`src/rtl/decode_issue_if.sv`:
```
// Fetch-to-decode and decode-to-execute valid/ready bundles.
// The master side drives fetch data and consumes the issue slot.
interface decode_issue_if #(
    parameter int INSTR_W = 24
);
    logic               in_valid;
    logic               in_ready;
    logic [INSTR_W-1:0] in_instr;
    logic               out_valid;
    logic               out_ready;
    logic [5:0]         out_opcode;
    logic [7:0]         out_a1;
    logic [7:0]         out_a2;
    logic [7:0]         out_a3;
    logic               out_we;

    modport master (
        output in_valid, in_instr, out_ready,
        input  in_ready, out_valid, out_opcode,
        input  out_a1, out_a2, out_a3, out_we
    );

    modport slave (
        input  in_valid, in_instr, out_ready,
        output in_ready, out_valid, out_opcode,
        output out_a1, out_a2, out_a3, out_we
    );
endinterface

```
`src/rtl/decode_issue.sv`:
```
// Decode/issue stage: splits instructions into RegisterFile addresses,
// tracks in-flight writes in a scoreboard and stalls on RAW/WAW hazards.
module decode_issue #(
    parameter int INSTR_W = 24,
    parameter int NREGS   = 32
) (
    input  logic              clk,
    input  logic              reset,
    decode_issue_if.slave     bus,
    input  logic              wb_valid,
    input  logic [7:0]        wb_addr,
    input  logic              flush,
    output logic [5:0]        pending_cnt
);
    logic [NREGS-1:0] sb;
    logic [NREGS-1:0] sb_next;
    logic [NREGS-1:0] clr_mask;
    logic [NREGS-1:0] set_mask;
    logic [NREGS-1:0] pend_eff;
    logic [5:0]       opcode;
    logic [4:0]       rd;
    logic [4:0]       rs1;
    logic [4:0]       rs2;
    logic             nop;
    logic             we;
    logic             hazard;
    logic             accept;
    logic [5:0]       cnt_next;

    assign opcode = bus.in_instr[INSTR_W-1 -: 6];
    assign rd     = bus.in_instr[17:13];
    assign rs1    = bus.in_instr[12:8];
    assign rs2    = bus.in_instr[7:3];
    assign nop    = (opcode == 6'h00);
    assign we     = ~nop & ~opcode[5];

    // A retire this cycle lands in the RegisterFile at the same edge,
    // so it already unblocks a waiting consumer.
    assign clr_mask = wb_valid ? (NREGS'(1) << wb_addr[4:0]) : '0;
    assign pend_eff = sb & ~clr_mask;

    assign hazard = ~nop & (pend_eff[rs1] | pend_eff[rs2] | (we & pend_eff[rd]));

    assign bus.in_ready = ~reset & ~flush & ~hazard &
                          (~bus.out_valid | bus.out_ready);
    assign accept   = bus.in_valid & bus.in_ready;
    assign set_mask = (accept & we) ? (NREGS'(1) << rd) : '0;
    assign sb_next  = pend_eff | set_mask;

    always_comb begin
        cnt_next = '0;
        for (int i = 0; i < NREGS; i++) begin
            cnt_next = cnt_next + 6'(sb_next[i]);
        end
    end

    always_ff @(posedge clk) begin
        if (reset) begin
            sb          <= '0;
            pending_cnt <= '0;
        end else begin
            sb          <= sb_next;
            pending_cnt <= cnt_next;
        end
    end

    always_ff @(posedge clk) begin
        if (reset) begin
            bus.out_valid  <= 1'b0;
            bus.out_opcode <= '0;
            bus.out_a1     <= '0;
            bus.out_a2     <= '0;
            bus.out_a3     <= '0;
            bus.out_we     <= 1'b0;
        end else if (flush) begin
            bus.out_valid <= 1'b0;
            bus.out_we    <= 1'b0;
        end else if (accept) begin
            bus.out_valid  <= 1'b1;
            bus.out_opcode <= opcode;
            bus.out_a1     <= {3'b000, rs1};
            bus.out_a2     <= {3'b000, rs2};
            bus.out_a3     <= {3'b000, rd};
            bus.out_we     <= we;
        end else if (bus.out_ready) begin
            bus.out_valid <= 1'b0;
        end
    end
endmodule

```
`src/flat_wrapper.sv`:
```
// flat-port wrapper written by rule: the top's interface ports become plain ports
module decode_issue_flat 
#(
    parameter int INSTR_W = 24,
    parameter int NREGS   = 32
)
  (clk, reset, wb_valid, wb_addr, flush, pending_cnt, bus_in_valid, bus_in_instr, bus_out_ready, bus_in_ready, bus_out_valid, bus_out_opcode, bus_out_a1, bus_out_a2, bus_out_a3, bus_out_we);
  decode_issue_if #(.INSTR_W(INSTR_W)) bus_i ();
  input  logic clk;
  input  logic reset;
  input  logic wb_valid;
  input  logic [7:0] wb_addr;
  input  logic flush;
  output logic [5:0] pending_cnt;
  input wire logic [$bits(bus_i.in_valid)-1:0] bus_in_valid;
  input wire logic [$bits(bus_i.in_instr)-1:0] bus_in_instr;
  input wire logic [$bits(bus_i.out_ready)-1:0] bus_out_ready;
  output wire logic [$bits(bus_i.in_ready)-1:0] bus_in_ready;
  output wire logic [$bits(bus_i.out_valid)-1:0] bus_out_valid;
  output wire logic [$bits(bus_i.out_opcode)-1:0] bus_out_opcode;
  output wire logic [$bits(bus_i.out_a1)-1:0] bus_out_a1;
  output wire logic [$bits(bus_i.out_a2)-1:0] bus_out_a2;
  output wire logic [$bits(bus_i.out_a3)-1:0] bus_out_a3;
  output wire logic [$bits(bus_i.out_we)-1:0] bus_out_we;
  assign bus_i.in_valid = bus_in_valid;
  assign bus_i.in_instr = bus_in_instr;
  assign bus_i.out_ready = bus_out_ready;
  assign bus_in_ready = bus_i.in_ready;
  assign bus_out_valid = bus_i.out_valid;
  assign bus_out_opcode = bus_i.out_opcode;
  assign bus_out_a1 = bus_i.out_a1;
  assign bus_out_a2 = bus_i.out_a2;
  assign bus_out_a3 = bus_i.out_a3;
  assign bus_out_we = bus_i.out_we;
  decode_issue #(.INSTR_W(INSTR_W), .NREGS(NREGS)) u_core (.clk(clk), .reset(reset), .bus(bus_i), .wb_valid(wb_valid), .wb_addr(wb_addr), .flush(flush), .pending_cnt(pending_cnt));
endmodule
```
`config.mk`:
```
export PLATFORM = sky130hd
export DESIGN_NAME = decode_issue_flat
export DESIGN_NICKNAME = d
export VERILOG_FILES = /design/src/rtl/decode_issue_if.sv /design/src/rtl/decode_issue.sv /design/src/flat_wrapper.sv
export SDC_FILE = /design/constraint.sdc
export NUM_CORES = 1
export LEC_CHECK = 0
export CORE_ASPECT_RATIO = 1.4
export CORE_UTILIZATION = 55
export DETAILED_ROUTE_END_ITERATION = 7
export HOLD_SLACK_MARGIN = 0.08
export PLACE_DENSITY_LB_ADDON = 0.08
export SLEW_MARGIN = 20
export SYNTH_ARGS = -nofsm -noshare
export SYNTH_HDL_FRONTEND = slang
export SYNTH_SLANG_ARGS = --single-unit
export TNS_END_PERCENT = 1
```
`constraint.sdc`:
```
create_clock -name clk -period 11.95 [get_ports clk]
set_input_delay 2.39 -clock clk [delete_from_list [all_inputs] [get_ports clk]]
set_output_delay 2.39 -clock clk [all_outputs]
set_load 0.02 [all_outputs]
```
Word level (Yosys, flattened, before mapping). Index checks and enable logic that the tools add are counted.

Bits of input ports: 38. Logic and storage cells: 78. Memories: 0. Latch bits: 0. Register bits after elaboration: 61. Output and inout port bits: 39. ROM bits: 0. RAM bits: 0.

Add/sub/neg operators: 31. Reduce and logical (&&, ||, !) cells: 4. Multiply operators: 0. Bitwise operators: 20. $lt $le $gt $ge: 3. Multiplexer cells: 10. Shift operators: 2. Divide/modulo/power cells: 0. Eq/ne operators: 0.

Operator list (number): 6-bit by 1-bit adder with 6-bit output (30); 32-bit 2-to-1 mux (2); 1-bit by 5-bit << shifter with 32-bit output, first input constant (2); 32-bit bitwise AND (1); 32-bit NOT (1); 32-bit OR (1); 5-bit by 6-bit < comparator with 1-bit output, second input constant (3); 1-bit binary-select mux with 5-bit select (3); 1-bit bitwise AND (8); 6-bit logical NOT (1); 1-bit NOT (6); 1-bit 2-to-1 mux (5); 1-bit OR (3); 1-bit by 1-bit adder with 2-bit output (1); 2-bit AND reduction (1); 2-bit nonzero test (1); 2-bit OR reduction (1).

Logic depth before layout (Yosys ltp). Gate-level depths: netlist (run 1).

Word-level depth: 47. Depth in mapped cells: 31.

Worst setup path after synthesis (run 1). Ideal clock, no wire load.

Kind: input to register. From: in wb_addr[1]. To: reg u_core.pending_cnt[4]. Data required time: 11.818 ns. Arrival: 9.719 ns. Setup slack: 2.099 ns. Stages on the path: 31. Library setup time: 0.132 ns. Cells stage by stage: buf_2 > or4b_1 > buf_2 > o211ai_2 > a21oi_1 > nor4_1 > nor4_1 > nor4_1 > nand3_2 > buf_6 > or4_4 > nand2_1 > ha_1 > inv_1 > fa_1 > inv_1 > fa_1 > inv_1 > fa_1 > inv_1 > fa_1 > fa_1 > inv_1 > fa_1 > inv_1 > fa_1 > fa_1 > a21o_1 > a21oi_1 > xor2_1 > nor2_1.

Word-level cells in the longest chain between the ends: 47.

Ends and longest elaborated chain: from (decl) (RTL line flat_wrapper.sv:12) `input logic [7:0] wb_addr;`; 1-bit by 5-bit << shifter with 32-bit output (*) (RTL line decode_issue.sv:39) `assign clr_mask = wb_valid ? (NREGS'(1) << wb_addr[4:0]) : '0;`; 32-bit 2-to-1 mux (*) (RTL line decode_issue.sv:39); 32-bit NOT (*) (RTL line decode_issue.sv:40) `assign pend_eff = sb & ~clr_mask;`; 32-bit bitwise AND (*) (RTL line decode_issue.sv:40); 1-bit binary-select mux with 5-bit select (RTL line decode_issue.sv:42) `assign hazard = ~nop & (pend_eff[rs1] | pend_eff[rs2] | (we & pend_eff[rd]));`; 1-bit 2-to-1 mux (implied by the code) (RTL line decode_issue.sv:42); 1-bit OR or 1-bit bitwise AND (tied branches) (RTL line decode_issue.sv:42); 1-bit OR (RTL line decode_issue.sv:42); (+2 left out); 1-bit bitwise AND (2 in a row) (RTL line decode_issue.sv:44) `assign bus.in_ready = ~reset & ~flush & ~hazard &`; 1-bit bitwise AND (RTL line decode_issue.sv:46) `assign accept = bus.in_valid & bus.in_ready;`; 1-bit bitwise AND (RTL line decode_issue.sv:47) `assign set_mask = (accept & we) ? (NREGS'(1) << rd) : '0;`; 32-bit 2-to-1 mux (RTL line decode_issue.sv:47); 32-bit OR (*) (RTL line decode_issue.sv:48) `assign sb_next = pend_eff | set_mask;`; net u_core.sb_next[1] (RTL line decode_issue.sv:16) `logic [NREGS-1:0] sb_next;`; 1-bit by 1-bit adder with 2-bit output (*) (RTL line decode_issue.sv:53) `cnt_next = cnt_next + 6'(sb_next[i]);`; 6-bit by 1-bit adder with 6-bit output (*) (30 in a row) (RTL line decode_issue.sv:53); to (signal assigned) (RTL line decode_issue.sv:63) `pending_cnt <= cnt_next;`; to (decl) (RTL line decode_issue.sv:13) `output logic [5:0] pending_cnt`.

Mark *: on every way through the listed nets, which the timed path passes. The rest lies on a longest branch. The select of a mux whose other input is x is not followed. A chain may end at the register's enable or synchronous reset.

Worst setup path after layout (run 1).
From: in wb_valid. To: reg u_core.pending_cnt[4].

Word-level cells in the longest chain between the ends: 46.

Ends and longest elaborated chain: from (decl) (RTL line flat_wrapper.sv:11) `input logic wb_valid;`; 32-bit 2-to-1 mux (*) (RTL line decode_issue.sv:39); 32-bit NOT (*) (RTL line decode_issue.sv:40); 32-bit bitwise AND (*) (RTL line decode_issue.sv:40); 1-bit binary-select mux with 5-bit select (RTL line decode_issue.sv:42); 1-bit 2-to-1 mux (implied by the code) (RTL line decode_issue.sv:42); 1-bit OR or 1-bit bitwise AND (tied branches) (RTL line decode_issue.sv:42); 1-bit OR (RTL line decode_issue.sv:42); 1-bit bitwise AND (RTL line decode_issue.sv:42); 1-bit NOT (RTL line decode_issue.sv:44); 1-bit bitwise AND (2 in a row) (RTL line decode_issue.sv:44); 1-bit bitwise AND (RTL line decode_issue.sv:46); 1-bit bitwise AND (RTL line decode_issue.sv:47); 32-bit 2-to-1 mux (RTL line decode_issue.sv:47); 32-bit OR (*) (RTL line decode_issue.sv:48); net u_core.sb_next[0] (RTL line decode_issue.sv:16); 1-bit by 1-bit adder with 2-bit output (*) (RTL line decode_issue.sv:53); 6-bit by 1-bit adder with 6-bit output (*) (30 in a row) (RTL line decode_issue.sv:53).

Marks and branches as above.

==> metrics.cfg, run 1 <==
[synthesis]
synth_area_mm2 = 0.00506
avgSynthCellArea_um2 = 8.18
ys_seq_elements = 61
yosysWarnings = 0
yosysSeqAreaShare = 0.241
synth-edff-count = 0
yosys_most_used_dff = dfxtp_1
yosys.cell_types.count = 67
async_flop_share = 0
syn_inst = 618

[die]
coreArea_mm2 = 0.00898
die_h_um = 115
dieArea_mm2 = 0.00959
initial_utilization = 0.563
rows = 41
pin_count = 77
die_x_um = 83.0

[global_routing]
grt_overflow = 0
grt_busiest_layer = met2
grt_pass1_wl_mm = 25.8
grt_pass1_vias = 4924
met1_usage = 0.387
grtUsageMet2 = 0.614
grtUsageMet3 = 0.0591
grt.total_usage = 0.348
grt_max_degree = 55
antenna_found_initial = 0

[setup_path]
cp.required_ps = 12160
cp-startpoint = wb_valid
r2r_end = u_core.pending_cnt[4]
worstPathMaxFanout = 19
setup.worst_path.class = in2reg
worst_setup_path_start_kind = input pin
rrSetupSlack_ps = 3770
r2r-start = u_core.sb[19]
worstPathArrival_ps = 11340
crit_end = u_core.pending_cnt[4]
slowest_delay_ps = 680
ff2ff_path_depth = 29
cpMostUsedCell = fa_1
end_kind = register
slowest_stage = clkdlybuf4s50_1

[sta]
timing.final.crit_share = 0.932
setup_violations = 0
rsz0062_at_grt = false
tightest_slew_ps = 1090
slew_viol_final = 0
relSlewSlack = 0.269
period_needed_ps = 11140
finalHoldViolations = 0
clock_skew_ps = 4.92
fmax_mhz = 89.8
setup_tns_ps = 0

[worst_hold_path]
hp-class = reg2reg

[routing]
wire_per_inst_um = 21.5
dr.pass1.iters = 5
ant_nets = 0
drc_errors = 0
detail_route.iter0.violations = 382
routed_wl_mm = 16.3
via_per_inst = 6.78
vias = 5130

[clocking]
cts_inserted_buffers = 9
cts_sinks = 61
cts_setup_buffers = 0
clkTransAtPathRegs_ps = 50
cts_hold_buf = 0
clock_latency_ps = 340
cts_tree = yes
cts_buffer_depth = 2
cts_resized = 0
root_buffer = clkbuf_16
cts_max_level = 3

[power]
leakagePower_nw = 2.35
seqPwrFrac = 0.367
pwr-share-comb = 0.189
p_per_area_mw_per_mm2 = 98.5
sw_frac_of_total = 0.292
internal_power_mw = 0.413
p_switching_mw = 0.170
clockPowerShare = 0.444
peakVddDrop_uv = 78.1

[finish]
area_growth_syn_to_layout_pct = 17.1
post_route_cells_drive_above_1_share = 0.109
layout_common_cells = dfxtp_1, clkdlybuf4s50_1, inv_1
final_nets = 715
n_antenna_cell = 0
fin_util = 0.660
final_common_cell = dfxtp_1
fin_area_mm2 = 0.00592

[placed_design]
place.gp.congestion = 0.987
placed_area_mm2 = 0.00562
io_buffer_count = 61
place_hpwl_mm = 11.9

[status]
status = completed

[flow_run]
max-cap-violations = 0

-- metal layers --
metal,part of all wire,vias to the layer above
met3,0.064,74
li1,-,2338
met5,0,-
met4,0.058,0
met2,0.50,271
met1,0.38,2447
-- power by group through the flow --
stage	logic, mW	registers (mW)	clock network (mW)
finish	0.110	0.214	0.259
global route	0.117	0.215	0.268
CTS	0.108	0.214	0.260
detailed placement	0.107	0.218	0
global placement	0.106	0.218	0
floorplan	0.0617	0.225	0
-- area by class of cell --
cell class / count / area (um2)
clock buffer: 13 / 280
multi-input combinational: 455 / 3390
clock inverter: 3 / 17.5
timing repair buffer: 77 / 726
inverter: 41 / 154
tap: 107 / 134
sequential: 61 / 1220
fill: 767 / 3060
-- how the worst min path moves through the flow --
stage / depth (start not counted) / endpoint / startpoint / slack (ps)
finish: 2 / u_core.bus.out_opcode[4] / u_core.bus.out_opcode[4] / 490
global route: 2 / u_core.bus.out_opcode[0] / u_core.bus.out_opcode[0] / 530
CTS: 2 / u_core.bus.out_opcode[4] / u_core.bus.out_opcode[4] / 500
detailed placement: 2 / u_core.bus.out_opcode[4] / u_core.bus.out_opcode[4] / 490
global placement: 2 / u_core.bus.out_we / u_core.bus.out_we / 480
floorplan: 2 / u_core.sb[2] / u_core.sb[2] / 530
-- state kept, by name, summed over array words and instances, names as in the netlist --
| register | cells |
|---|---|
| u_core.bus.out_a1 | 5 |
| u_core.bus.out_a2 | 5 |
| u_core.bus.out_a3 | 5 |
| u_core.bus.out_opcode | 6 |
| u_core.bus.out_valid | 1 |
| u_core.bus.out_we | 1 |
| u_core.pending_cnt | 6 |
| u_core.sb | 32 |
-- critical path: cells and delay by family --
family                   cells  cell delay (ps)
adder cells (fa/ha/maj)      9             4130
AND/OR/NAND/NOR              8             2640
buffers and inverters        8             1300
AO/OA/AOI/OAI                4              690
XOR/XNOR                     1              160
-- cells by family after synthesis --
group / synth area share
other cells: 0.000741
compound gates: 0.234
xor+xnor: 0.00693
mux: 0.0101
fa+ha+maj: 0.115
simple gates: 0.298
buf+inv: 0.0943
flops: 0.241
-- stage by stage --
stage | total power, mW | hold WS (ps) | setup slack, ps | std cells
finish | 0.583 | 494 | 814 | 757
global route | 0.600 | 531 | 462 | 757
floorplan | 0.287 | 534 | 2100 | 626
detailed placement | 0.326 | 490 | 686 | 741
global placement | 0.323 | 481 | 824 | 741
CTS | 0.582 | 501 | 935 | 757
-- cells in the mapped netlist, types with 4 or more instances --
library cell  count  share of area
dfxtp_1          61           0.24
inv_1            40          0.030
clkbuf_1         36          0.027
nand3_1          34          0.034
nor2_1           31          0.023
nand2_1          27          0.020
o21ai_0          27          0.027
a21oi_1          25          0.025
fa_1             24          0.095
o211ai_1         24          0.036
nand4_1          23          0.028
and3_1           22          0.027
a31oi_1          17          0.021
buf_2            17          0.017
and2_1           12          0.015
nor2b_1          11          0.014
nor4_1           11          0.014
or4b_1           11          0.022
buf_4             9          0.013
nand2b_1          9          0.011
o41a_1            9          0.020
or4b_2            9          0.018
ha_1              8          0.020
o21a_1            8          0.012
a21oi_2           7          0.012
a22oi_1           7          0.010
or4_4             7          0.016
a32oi_1           6          0.010
or4_1             6         0.0089
buf_1             5         0.0037
mux2i_1           4         0.0079
o21ai_1           4         0.0040
o41ai_2           4          0.013
or2_2             4         0.0049
Note: power is estimated with default switching activity, not from simulation.
==> run 2, diff against run 1 <==
CORE_UTILIZATION = 57   (was 55)
CTS_BUF_LIST = sky130_fd_sc_hd__clkbuf_2   (was default)
==> metrics.cfg, run 2 (synthesized netlist as in run 1, its figures left out) <==
[die]
coreArea_mm2 = 0.00861  ; -4.1%
initial_utilization = 0.587  ; +0.0242
die_h_um = 113  ; -1.7%
die_x_um = 81.6  ; -1.7%
pin_count = 77  ; unchanged
dieArea_mm2 = 0.00926  ; -3.4%
rows = 40  ; -2.4%

[power]
leakagePower_nw = 2.25  ; -4.1%
peakVddDrop_uv = 58.3  ; -25%
p_per_area_mw_per_mm2 = 79.0  ; -20%

[sta]
slew_viol_final = 0  ; unchanged
period_needed_ps = 10900  ; -232 ps
tightest_slew_ps = 1050  ; -42.8 ps
clock_skew_ps = 30.7  ; +25.8 ps
finalHoldViolations = 0  ; unchanged
relSlewSlack = 0.298  ; +0.0287
rsz0062_at_grt = false
setup_tns_ps = 0  ; unchanged
fmax_mhz = 91.7  ; +2.1%
setup_violations = 0  ; unchanged
timing.final.crit_share = 0.912  ; -0.0194

[clocking]
cts_inserted_buffers = 9  ; unchanged
clock_latency_ps = 550  ; +210 ps
cts_setup_buffers = 0  ; unchanged
cts_sinks = 61  ; unchanged
clkTransAtPathRegs_ps = 180  ; +130 ps
cts_buffer_depth = 2  ; unchanged
cts_resized = 0  ; unchanged
cts_hold_buf = 0  ; unchanged
root_buffer = clkbuf_2
cts_tree = yes
cts_max_level = 3  ; unchanged

[setup_path]
worstPathMaxFanout = 17  ; -2
setup.worst_path.class = in2reg
slowest_delay_ps = 670  ; about the same
end_kind = register
worstPathArrival_ps = 11320  ; -20 ps
worst_setup_path_start_kind = input pin
cp.required_ps = 12360  ; +200 ps
cpMostUsedCell = fa_1
slowest_stage = or4b_1

[routing]
via_per_inst = 6.88  ; +1.6%
ant_nets = 0  ; unchanged
wire_per_inst_um = 21.1  ; -1.9%
detail_route.iter0.violations = 437  ; +14%
dr.pass1.iters = 5  ; unchanged
vias = 5176  ; +0.90%
drc_errors = 0  ; unchanged
routed_wl_mm = 15.9  ; -2.5%

[flow_run]
max-cap-violations = 0  ; unchanged

[placed_design]
placed_area_mm2 = 0.00561  ; -0.31%
place_hpwl_mm = 11.6  ; -2.2%
place.gp.congestion = 0.933  ; -5.5%
io_buffer_count = 61  ; unchanged

[global_routing]
grt_pass1_wl_mm = 24.9  ; -3.7%
antenna_found_initial = 0  ; unchanged
grt_pass1_vias = 4920  ; -0.081%
grt_max_degree = 54  ; -1.8%
grt_overflow = 0  ; unchanged
grt.total_usage = 0.359  ; +0.0113

[finish]
final_common_cell = dfxtp_1
post_route_cells_drive_above_1_share = 0.102  ; -0.00722
reg_top3 = u_core.sb x32, u_core.bus.out_opcode x6, u_core.pending_cnt x6
n_antenna_cell = 0  ; unchanged
layout_common_cells = dfxtp_1, clkdlybuf4s50_1, inv_1
regMostFlops = u_core.sb
final_nets = 713  ; -0.28%
largest_register_ffs = 32  ; unchanged
fin_area_mm2 = 0.00571  ; -3.6%
area_growth_syn_to_layout_pct = 12.8

[worst_hold_path]
hp-class = reg2reg

[status]
status = completed

[run 2: cell types whose count changed in the layout (fill, tap and decap cells not counted)]
| cell | change |
|---|---|
| buf_4 | -2 |
| clkbuf_2 | +9 |
| clkbuf_8 | -4 |
| clkinv_1 | +2 |
| bufinv_16 | +1 |
| clkbuf_16 | -9 |
[run 2: layout make-up]
class                      instances  area (um2)
clock inverter                     6        55.1
multi-input combinational        455        3390
clock buffer                       9        45.0
sequential                        61        1220
timing repair buffer              75         711
tap                              105         131
fill                             763        2900
inverter                          41         154
[run 2: layer usage]
layer	up-vias	wire length, um	track usage	share of wire
met5	-	0	0	0
met2	293	7900	0.604	0.50
li1	2336	-	-	-
met4	0	892	0.239	0.056
met3	79	1200	0.0488	0.075
met1	2468	5890	0.415	0.37
[run 2: power breakdown]
group	total, mW	internal [mW]	switching (mW)
Clock	0.128	0.0450	0.0826
Combinational	0.109	0.0405	0.0687
Sequential	0.214	0.210	0.00416
[run 2: path summary, 6_finish.rpt]
kind                                               start                  endpoint  slack, ps  depth (start not counted)
worst min-delay path            u_core.bus.out_opcode[4]  u_core.bus.out_opcode[4]        510                          2
worst max-delay path                            wb_valid     u_core.pending_cnt[4]       1050                         29
worst min register to register  u_core.bus.out_opcode[4]  u_core.bus.out_opcode[4]        510                          2
worst max register to register             u_core.sb[17]     u_core.pending_cnt[4]       3750                         28
[run 2: through the flow]
stage               utilization  hold WS [ps]  total power, mW  setup slack (ps)  cells
finish                    0.663           515            0.451              1050    752
global route              0.663           543            0.467               719    752
CTS                       0.663           522            0.448              1140    752
detailed placement        0.651           499            0.325               603    737
global placement          0.651           482            0.322               802    737
floorplan                     -           534            0.287              2100    626
[run 2: worst max-delay path, delay by kind of cell]
kind,cells,cell delay (ps)
XOR/XNOR,1,170
buffers and inverters,7,990
AO/OA/AOI/OAI,4,740
adder cells (fa/ha/maj),9,4100
AND/OR/NAND/NOR,8,2920
